`src/rtl/seven_seg_pkg.sv`:
```
// Shared constants and helpers for the seven-segment scan driver.
// Optional dimming is enabled by defining SEVEN_SEG_DIM_EN (see seven_seg_scan_driver).
package seven_seg_pkg;

    // Active-high glyphs, bit0 = segment a ... bit6 = segment g
    localparam logic [6:0] SEG_0   = 7'h3F;
    localparam logic [6:0] SEG_1   = 7'h06;
    localparam logic [6:0] SEG_2   = 7'h5B;
    localparam logic [6:0] SEG_3   = 7'h4F;
    localparam logic [6:0] SEG_4   = 7'h66;
    localparam logic [6:0] SEG_5   = 7'h6D;
    localparam logic [6:0] SEG_6   = 7'h7D;
    localparam logic [6:0] SEG_7   = 7'h07;
    localparam logic [6:0] SEG_8   = 7'h7F;
    localparam logic [6:0] SEG_9   = 7'h6F;
    localparam logic [6:0] SEG_A   = 7'h77;
    localparam logic [6:0] SEG_B   = 7'h7C;
    localparam logic [6:0] SEG_C   = 7'h39;
    localparam logic [6:0] SEG_D   = 7'h5E;
    localparam logic [6:0] SEG_E   = 7'h79;
    localparam logic [6:0] SEG_F   = 7'h71;
    localparam logic [6:0] SEG_OFF = 7'h00;

    localparam int SEG_A_BIT  = 0;
    localparam int SEG_G_BIT  = 6;
    localparam int SEG_DP_BIT = 7;

    function automatic logic [7:0] applyPolarity(input logic [7:0] activeHigh, input logic activeLow);
        return activeLow ? ~activeHigh : activeHigh;
    endfunction

endpackage

```
`src/rtl/seven_seg_hex_decoder.sv`:
```
// Combinational hex nibble to active-high seven-segment glyph (a = bit0).
module seven_seg_hex_decoder
    import seven_seg_pkg::*;
(
    input  logic [3:0] nibble_i,
    output logic [6:0] seg_o
);

    always_comb begin
        seg_o = SEG_OFF;
        case (nibble_i)
            4'h0: seg_o = SEG_0;
            4'h1: seg_o = SEG_1;
            4'h2: seg_o = SEG_2;
            4'h3: seg_o = SEG_3;
            4'h4: seg_o = SEG_4;
            4'h5: seg_o = SEG_5;
            4'h6: seg_o = SEG_6;
            4'h7: seg_o = SEG_7;
            4'h8: seg_o = SEG_8;
            4'h9: seg_o = SEG_9;
            4'hA: seg_o = SEG_A;
            4'hB: seg_o = SEG_B;
            4'hC: seg_o = SEG_C;
            4'hD: seg_o = SEG_D;
            4'hE: seg_o = SEG_E;
            4'hF: seg_o = SEG_F;
            default: seg_o = SEG_OFF;
        endcase
    end

endmodule

```
`src/rtl/seven_seg_scan_driver.sv`:
```
// Time-multiplexed N-digit seven-segment driver with blank time, leading-zero blanking
// and frame-boundary display updates. Define SEVEN_SEG_DIM_EN to add the brightness input.
module seven_seg_scan_driver
    import seven_seg_pkg::*;
#(
    parameter int NUM_DIGITS     = 4,
    parameter int REFRESH_DIV    = 50000,
    parameter int BLANK_CYCLES   = 500,
    parameter int SEG_ACTIVE_LOW = 1,
    parameter int DIG_ACTIVE_LOW = 1
) (
    input  logic                    clk,
    input  logic                    rst,
    input  logic [4*NUM_DIGITS-1:0] value_in,
    input  logic [NUM_DIGITS-1:0]   dp_in,
    input  logic                    load,
    input  logic                    blank_lz,
`ifdef SEVEN_SEG_DIM_EN
    input  logic [3:0]              brightness,
`endif
    output logic [7:0]              seg_out,
    output logic [NUM_DIGITS-1:0]   dig_en,
    output logic                    frame_done
);

    localparam int CNT_W = (REFRESH_DIV > 1) ? $clog2(REFRESH_DIV) : 1;
    localparam int IDX_W = (NUM_DIGITS > 1) ? $clog2(NUM_DIGITS) : 1;
    localparam logic [CNT_W-1:0] CNT_LAST   = CNT_W'(REFRESH_DIV - 1);
    localparam logic [CNT_W-1:0] BLANK_END  = CNT_W'(BLANK_CYCLES);
    localparam logic [IDX_W-1:0] IDX_LAST   = IDX_W'(NUM_DIGITS - 1);
    localparam logic             SEG_LOW    = (SEG_ACTIVE_LOW != 0);
    localparam logic             DIG_LOW    = (DIG_ACTIVE_LOW != 0);
    localparam logic [7:0]       SEG_ALL_OFF = applyPolarity(8'h00, SEG_LOW);
    localparam logic [NUM_DIGITS-1:0] DIG_ALL_OFF = {NUM_DIGITS{DIG_LOW}};

    logic [CNT_W-1:0]        slotCnt_q, slotCnt_d;
    logic [IDX_W-1:0]        digIdx_q, digIdx_d;
    logic [4*NUM_DIGITS-1:0] shadowVal_q, shadowVal_d;
    logic [NUM_DIGITS-1:0]   shadowDp_q, shadowDp_d;
    logic [4*NUM_DIGITS-1:0] dispVal_q, dispVal_d;
    logic [NUM_DIGITS-1:0]   dispDp_q, dispDp_d;
    logic                    pending_q, pending_d;
    logic [7:0]              segOut_q, segOut_d;
    logic [NUM_DIGITS-1:0]   digEn_q, digEn_d;
    logic                    frameDone_q, frameDone_d;

    logic                    slotEnd;
    logic                    frameEnd;
    logic [3:0]              curNibble;
    logic                    curDp;
    logic [6:0]              decSeg;
    logic [NUM_DIGITS-1:0]   lzBlank;
    logic                    upperZero;
    logic                    digOn;
    logic [7:0]              segActive;
    logic [NUM_DIGITS-1:0]   digOneHot;

    assign curNibble = dispVal_q[{digIdx_q, 2'b00} +: 4];
    assign curDp     = dispDp_q[digIdx_q];

    seven_seg_hex_decoder u_decoder (
        .nibble_i (curNibble),
        .seg_o    (decSeg)
    );

    // Digit i is a leading zero when it and every more significant nibble are zero
    always_comb begin
        upperZero = 1'b1;
        lzBlank   = '0;
        for (int i = NUM_DIGITS - 1; i >= 1; i--) begin
            upperZero  = upperZero & (dispVal_q[4*i +: 4] == 4'h0);
            lzBlank[i] = upperZero;
        end
    end

`ifdef SEVEN_SEG_DIM_EN
    logic [CNT_W+3:0] cntExt;
    assign cntExt = {4'b0000, slotCnt_q};
    assign digOn  = (slotCnt_q >= BLANK_END) && (cntExt[3:0] < brightness);
`else
    assign digOn  = (slotCnt_q >= BLANK_END);
`endif

    always_comb begin
        slotEnd     = (slotCnt_q == CNT_LAST);
        frameEnd    = slotEnd && (digIdx_q == IDX_LAST);
        slotCnt_d   = slotEnd ? '0 : slotCnt_q + 1'b1;
        digIdx_d    = digIdx_q;
        shadowVal_d = shadowVal_q;
        shadowDp_d  = shadowDp_q;
        dispVal_d   = dispVal_q;
        dispDp_d    = dispDp_q;
        pending_d   = pending_q;
        frameDone_d = frameEnd;

        if (slotEnd) begin
            digIdx_d = (digIdx_q == IDX_LAST) ? '0 : digIdx_q + 1'b1;
        end

        // A load on the boundary cycle still hands the old shadow to the display
        if (frameEnd && pending_q) begin
            dispVal_d = shadowVal_q;
            dispDp_d  = shadowDp_q;
            pending_d = 1'b0;
        end
        if (load) begin
            shadowVal_d = value_in;
            shadowDp_d  = dp_in;
            pending_d   = 1'b1;
        end

        segActive             = '0;
        segActive[SEG_DP_BIT] = curDp;
        segActive[SEG_G_BIT:SEG_A_BIT] = (blank_lz && lzBlank[digIdx_q]) ? SEG_OFF : decSeg;
        digOneHot             = NUM_DIGITS'(1) << digIdx_q;

        segOut_d = digOn ? applyPolarity(segActive, SEG_LOW) : SEG_ALL_OFF;
        digEn_d  = digOn ? (digOneHot ^ DIG_ALL_OFF) : DIG_ALL_OFF;
    end

    always_ff @(posedge clk or posedge rst) begin
        if (rst) begin
            slotCnt_q   <= '0;
            digIdx_q    <= '0;
            shadowVal_q <= '0;
            shadowDp_q  <= '0;
            dispVal_q   <= '0;
            dispDp_q    <= '0;
            pending_q   <= 1'b0;
            segOut_q    <= SEG_ALL_OFF;
            digEn_q     <= DIG_ALL_OFF;
            frameDone_q <= 1'b0;
        end else begin
            slotCnt_q   <= slotCnt_d;
            digIdx_q    <= digIdx_d;
            shadowVal_q <= shadowVal_d;
            shadowDp_q  <= shadowDp_d;
            dispVal_q   <= dispVal_d;
            dispDp_q    <= dispDp_d;
            pending_q   <= pending_d;
            segOut_q    <= segOut_d;
            digEn_q     <= digEn_d;
            frameDone_q <= frameDone_d;
        end
    end

    assign seg_out    = segOut_q;
    assign dig_en     = digEn_q;
    assign frame_done = frameDone_q;

endmodule

```
`config.mk`:
```
export PLATFORM = sky130hd
export DESIGN_NAME = seven_seg_scan_driver
export DESIGN_NICKNAME = d
export VERILOG_FILES = /design/src/rtl/seven_seg_pkg.sv /design/src/rtl/seven_seg_hex_decoder.sv /design/src/rtl/seven_seg_scan_driver.sv
export SDC_FILE = /design/constraint.sdc
export NUM_CORES = 1
export LEC_CHECK = 0
export CORE_ASPECT_RATIO = 0.8
export CORE_MARGIN = 4
export CORE_UTILIZATION = 45
export CTS_CLUSTER_DIAMETER = 120
export DETAILED_ROUTE_END_ITERATION = 12
export GPL_TIMING_DRIVEN = 0
export PLACE_DENSITY = 0.66
export SYNTH_ARGS = -nofsm -noshare
export SYNTH_HDL_FRONTEND = slang
export SYNTH_SLANG_ARGS = --single-unit
```
`constraint.sdc`:
```
create_clock -name clk -period 2.9 [get_ports clk]
set_input_delay 0.725 -clock clk [delete_from_list [all_inputs] [get_ports clk]]
set_output_delay 0.725 -clock clk [all_outputs]
set_load 0.01 [all_outputs]
```
==> metrics.md <==
| Metric | Value |
|---|---|
| Status | `completed` |
| CP Max Fanout | `10` |
| FF-to-FF End | `dispDp_q[3]` |
| # IOs | `37` |
| Final hold vios | `0` |
| F_max | `0.4346 GHz` |
| XOR/XNOR Fraction of Synth Area | `0.02880` |
| Synth cell types | `36` |
| Nets | `335` |
| Core region area | `0.007061 mm2` |
| GR Util met2 | `0.2028` |
| ANT cells | `0` |
| Clk_skew | `0.007899 ns` |
| Max-slew violation count | `0` |
| CP Capture Type | `register` |
| Synthesized-area fraction occupied by adder cells | `0.04488` |
| Post-layout util | `0.5685` |
| CTS tree | `yes` |
| Num CTS Buffers | `9` |
| Combinational share of power | `0.046` |
| Compound-Gate Fraction of Synth Area | `0.03553` |
| VDD IR max | `0.2813 mV` |
| GRT Total Usage | `0.1427` |
| Req. time, crit path | `3.13 ns` |
| Routing usage on met1 | `0.1937` |
| Sink Count | `72` |
| Port buffer count | `36` |
| GRT overflow | `0` |
| Ys Warns | `0` |
| Reg clk slew, reported paths | `0.07 ns` |
| Commonest non-fill, non-tap cell in the layout | `dfrtp_1` |
| Cell area after synthesis | `0.003346 mm2` |
| Initial Util | `0.4739` |
| Reg power frac | `0.547` |
| CP Launch Type | `register` |
| Via count | `2,011` |
| Sequential fraction of the synthesis area | `0.5430` |
| R2R Setup Slk | `0.60 ns` |
| Tcrit/Tclk final | `0.7935` |
| Simple-Gate Fraction of Synth Area | `0.1107` |
| Share of cells above drive strength 1 | `0.2730` |
| Post-Synthesis Cells | `252` |
| Mean Syn Cell Area | `13.28 um2` |
| Number of core rows | `27` |
| Max_cap viols | `0` |
| Antenna Violating Nets Remaining | `0` |
| Detail Placement HPWL | `4047 um` |
| Sw Ratio | `0.2161` |
| Multiplexer area fraction after synthesis | `0.2034` |
| Worst Reg-to-Reg Cells | `5` |
| H-tree levels | `3` |
| Worst-Skew Late Latency | `0.35 ns` |
| Grt peak-use layer | `met2` |
| DRT iter0 DRCs | `75` |
| LEAKAGE | `0.001745 uW` |
| Setup Crit Path Kind | `reg -> reg` |
| Synth Register Bits | `72` |
| Routability Congestion | `0.8404` |
| GRT met3 Usage | `0.04867` |
| WL per Instance | `14.50 um` |
| Die width | `104.4 um` |
| Pin count of the biggest net entering global routing | `73` |
| Clock power frac | `0.408` |
| Setup violations, final | `0` |
| Setup TNS | `0 ns` |
| WP data arrival | `2.53 ns` |
| First-pass GRT wire length | `9756 um` |
| Die footprint | `0.008887 mm2` |
| Max-slew headroom | `0.4264` |
| Resize count post-CTS | `0` |
| Sw Pwr | `413.9 uW` |
| Worst-margin pin slew | `0.8603 ns` |
| Power Internal | `1501 uW` |
| RR Startpoint | `slotCnt_q[12]` |
| Vias in the first global route | `2,027` |
| Syn-to-layout area delta | `19.97%` |
| Total power divided by cell area | `477.1 mW/mm2` |
| Syn_nets | `288` |
| Clock Tree Buf Depth | `2` |
| Most frequent cells in the layout | `60 x dfrtp_1, 36 x clkdlybuf4s50_1, 22 x mux2_2` |
| Setup Fix Bufs, Post-CTS | `0` |
| Initial antenna violation count | `0` |
| Crit path capture | `dispDp_q[3]` |
| Largest family of logic cells by synthesized area | `multiplexers` |
| RSZ-0062 raised after global routing | `false` |
| Fin crit period | `2.301 ns` |
| Routed WL | `5669 um` |
| Hold/Removal Path Class | `reg -> reg` |
| Clock root buffer | `clkbuf_8` |
| Initial DRT Pass Iterations | `4` |
| CTS Hold Buffers Added | `0` |
| Die H | `85.12 um` |
| Vias/cell | `5.143` |
| DR DRC count | `0` |
| CP Launch Point | `slotCnt_q[12]` |
## worst max-delay path, stage by stage (launching register included)
cell	delay [ns]
dfrtp_1	0.41
or4_1	0.61
nor4_4	0.42
and3_4	0.29
buf_12	0.15
mux2_4	0.30
## final cells by class
class | instances | area (um2)
clock inverter | 6 | 58.81
tap | 87 | 108.9
fill | 583 | 3047
multi-input combinational | 159 | 1416
sequential | 72 | 1817
buffer | 9 | 67.56
clock buffer | 10 | 137.6
timing repair buffer | 36 | 360.3
inverter | 12 | 47.55
## logic make-up (layout without fill, tap and decap cells)
family,count (synthesis),in the layout
adder cells (fa/ha/maj),12,12
flip-flops,72,72
buffers and inverters,21,73
XOR/XNOR,11,11
AO/OA/AOI/OAI,19,19
multiplexers,49,49
AND/OR/NAND/NOR,68,68
## cells in the mapped netlist (all sizes together)
cell	number	share of area
a21oi	4	0.0060
mux4	5	0.034
nand4	5	0.0093
nor3	3	0.0045
o2111ai	1	0.0026
or4b	1	0.0041
nor4	5	0.014
or3	4	0.0075
buf	3	0.013
clkbuf	6	0.0067
xnor2	5	0.013
a22oi	2	0.0045
nor2b	3	0.0056
and2	2	0.0037
or2	1	0.0019
o21bai	2	0.0045
xor2	6	0.016
o31ai	2	0.0045
inv	12	0.013
nor2	12	0.013
mux2	42	0.16
ha	12	0.045
nor3b	1	0.0022
dfrtp	60	0.45
or4	2	0.0045
a21o	2	0.0045
dfstp	12	0.094
mux2i	2	0.0060
and3	4	0.0090
o21ai	6	0.0090
nand3	8	0.012
nand2	17	0.019
## flip-flops by register name, summed over array words and instances, names as in the netlist
| signal | flops |
|---|---|
| dispVal_q | 16 |
| frame_done | 1 |
| pending_q | 1 |
| dispDp_q | 4 |
| shadowVal_q | 16 |
| dig_en | 4 |
| slotCnt_q | 16 |
| shadowDp_q | 4 |
| seg_out | 8 |
| digIdx_q | 2 |
## worst min path at each step
stage	start	endpoint	slack, ns	cells past startpoint
after floorplan	slotCnt_q[11]	slotCnt_q[11]	0.45	1
after global placement	pending_q	pending_q	0.46	1
after detailed placement	slotCnt_q[11]	slotCnt_q[11]	0.47	1
after CTS	slotCnt_q[11]	slotCnt_q[11]	0.48	1
after global routing	slotCnt_q[11]	slotCnt_q[11]	0.50	1
final	slotCnt_q[11]	slotCnt_q[11]	0.48	1
## power groups by stage
stage / clock network (uW) / logic (uW) / registers (uW)
2_1_floorplan: 0 / 49.0 / 1060
3_3_place_gp: 0 / 88.1 / 1070
3_5_place_dp: 0 / 90.7 / 1070
4_1_cts: 806 / 90.8 / 1050
5_1_grt: 851 / 98.1 / 1050
6_report: 781 / 87.5 / 1050
## layer usage
metal / vias up / part of all wire / routed length, um
met5: - / 0 / 0
met4: 0 / 0.023 / 132
met3: 14 / 0.050 / 285
met2: 43 / 0.42 / 2355
met1: 973 / 0.51 / 2895
li1: 981 / - / -
## metrics by stage
| step | cell area, um2 | power, uW | hold slack [ns] | worst slack [ns] | std cells |
|---|---|---|---|---|---|
| floorplan | 3346 | 1110 | 0.4477 | 0.3699 | 252 |
| global placement | 3815 | 1154 | 0.4643 | -0.8367 | 375 |
| detailed placement | 3817 | 1157 | 0.4679 | 0.6068 | 375 |
| CTS | 4014 | 1944 | 0.4818 | 0.5854 | 391 |
| global route | 4014 | 2000 | 0.5007 | 0.4819 | 391 |
| finish | 4014 | 1915 | 0.4828 | 0.5988 | 391 |
Power figures use the tool's default switching activity.
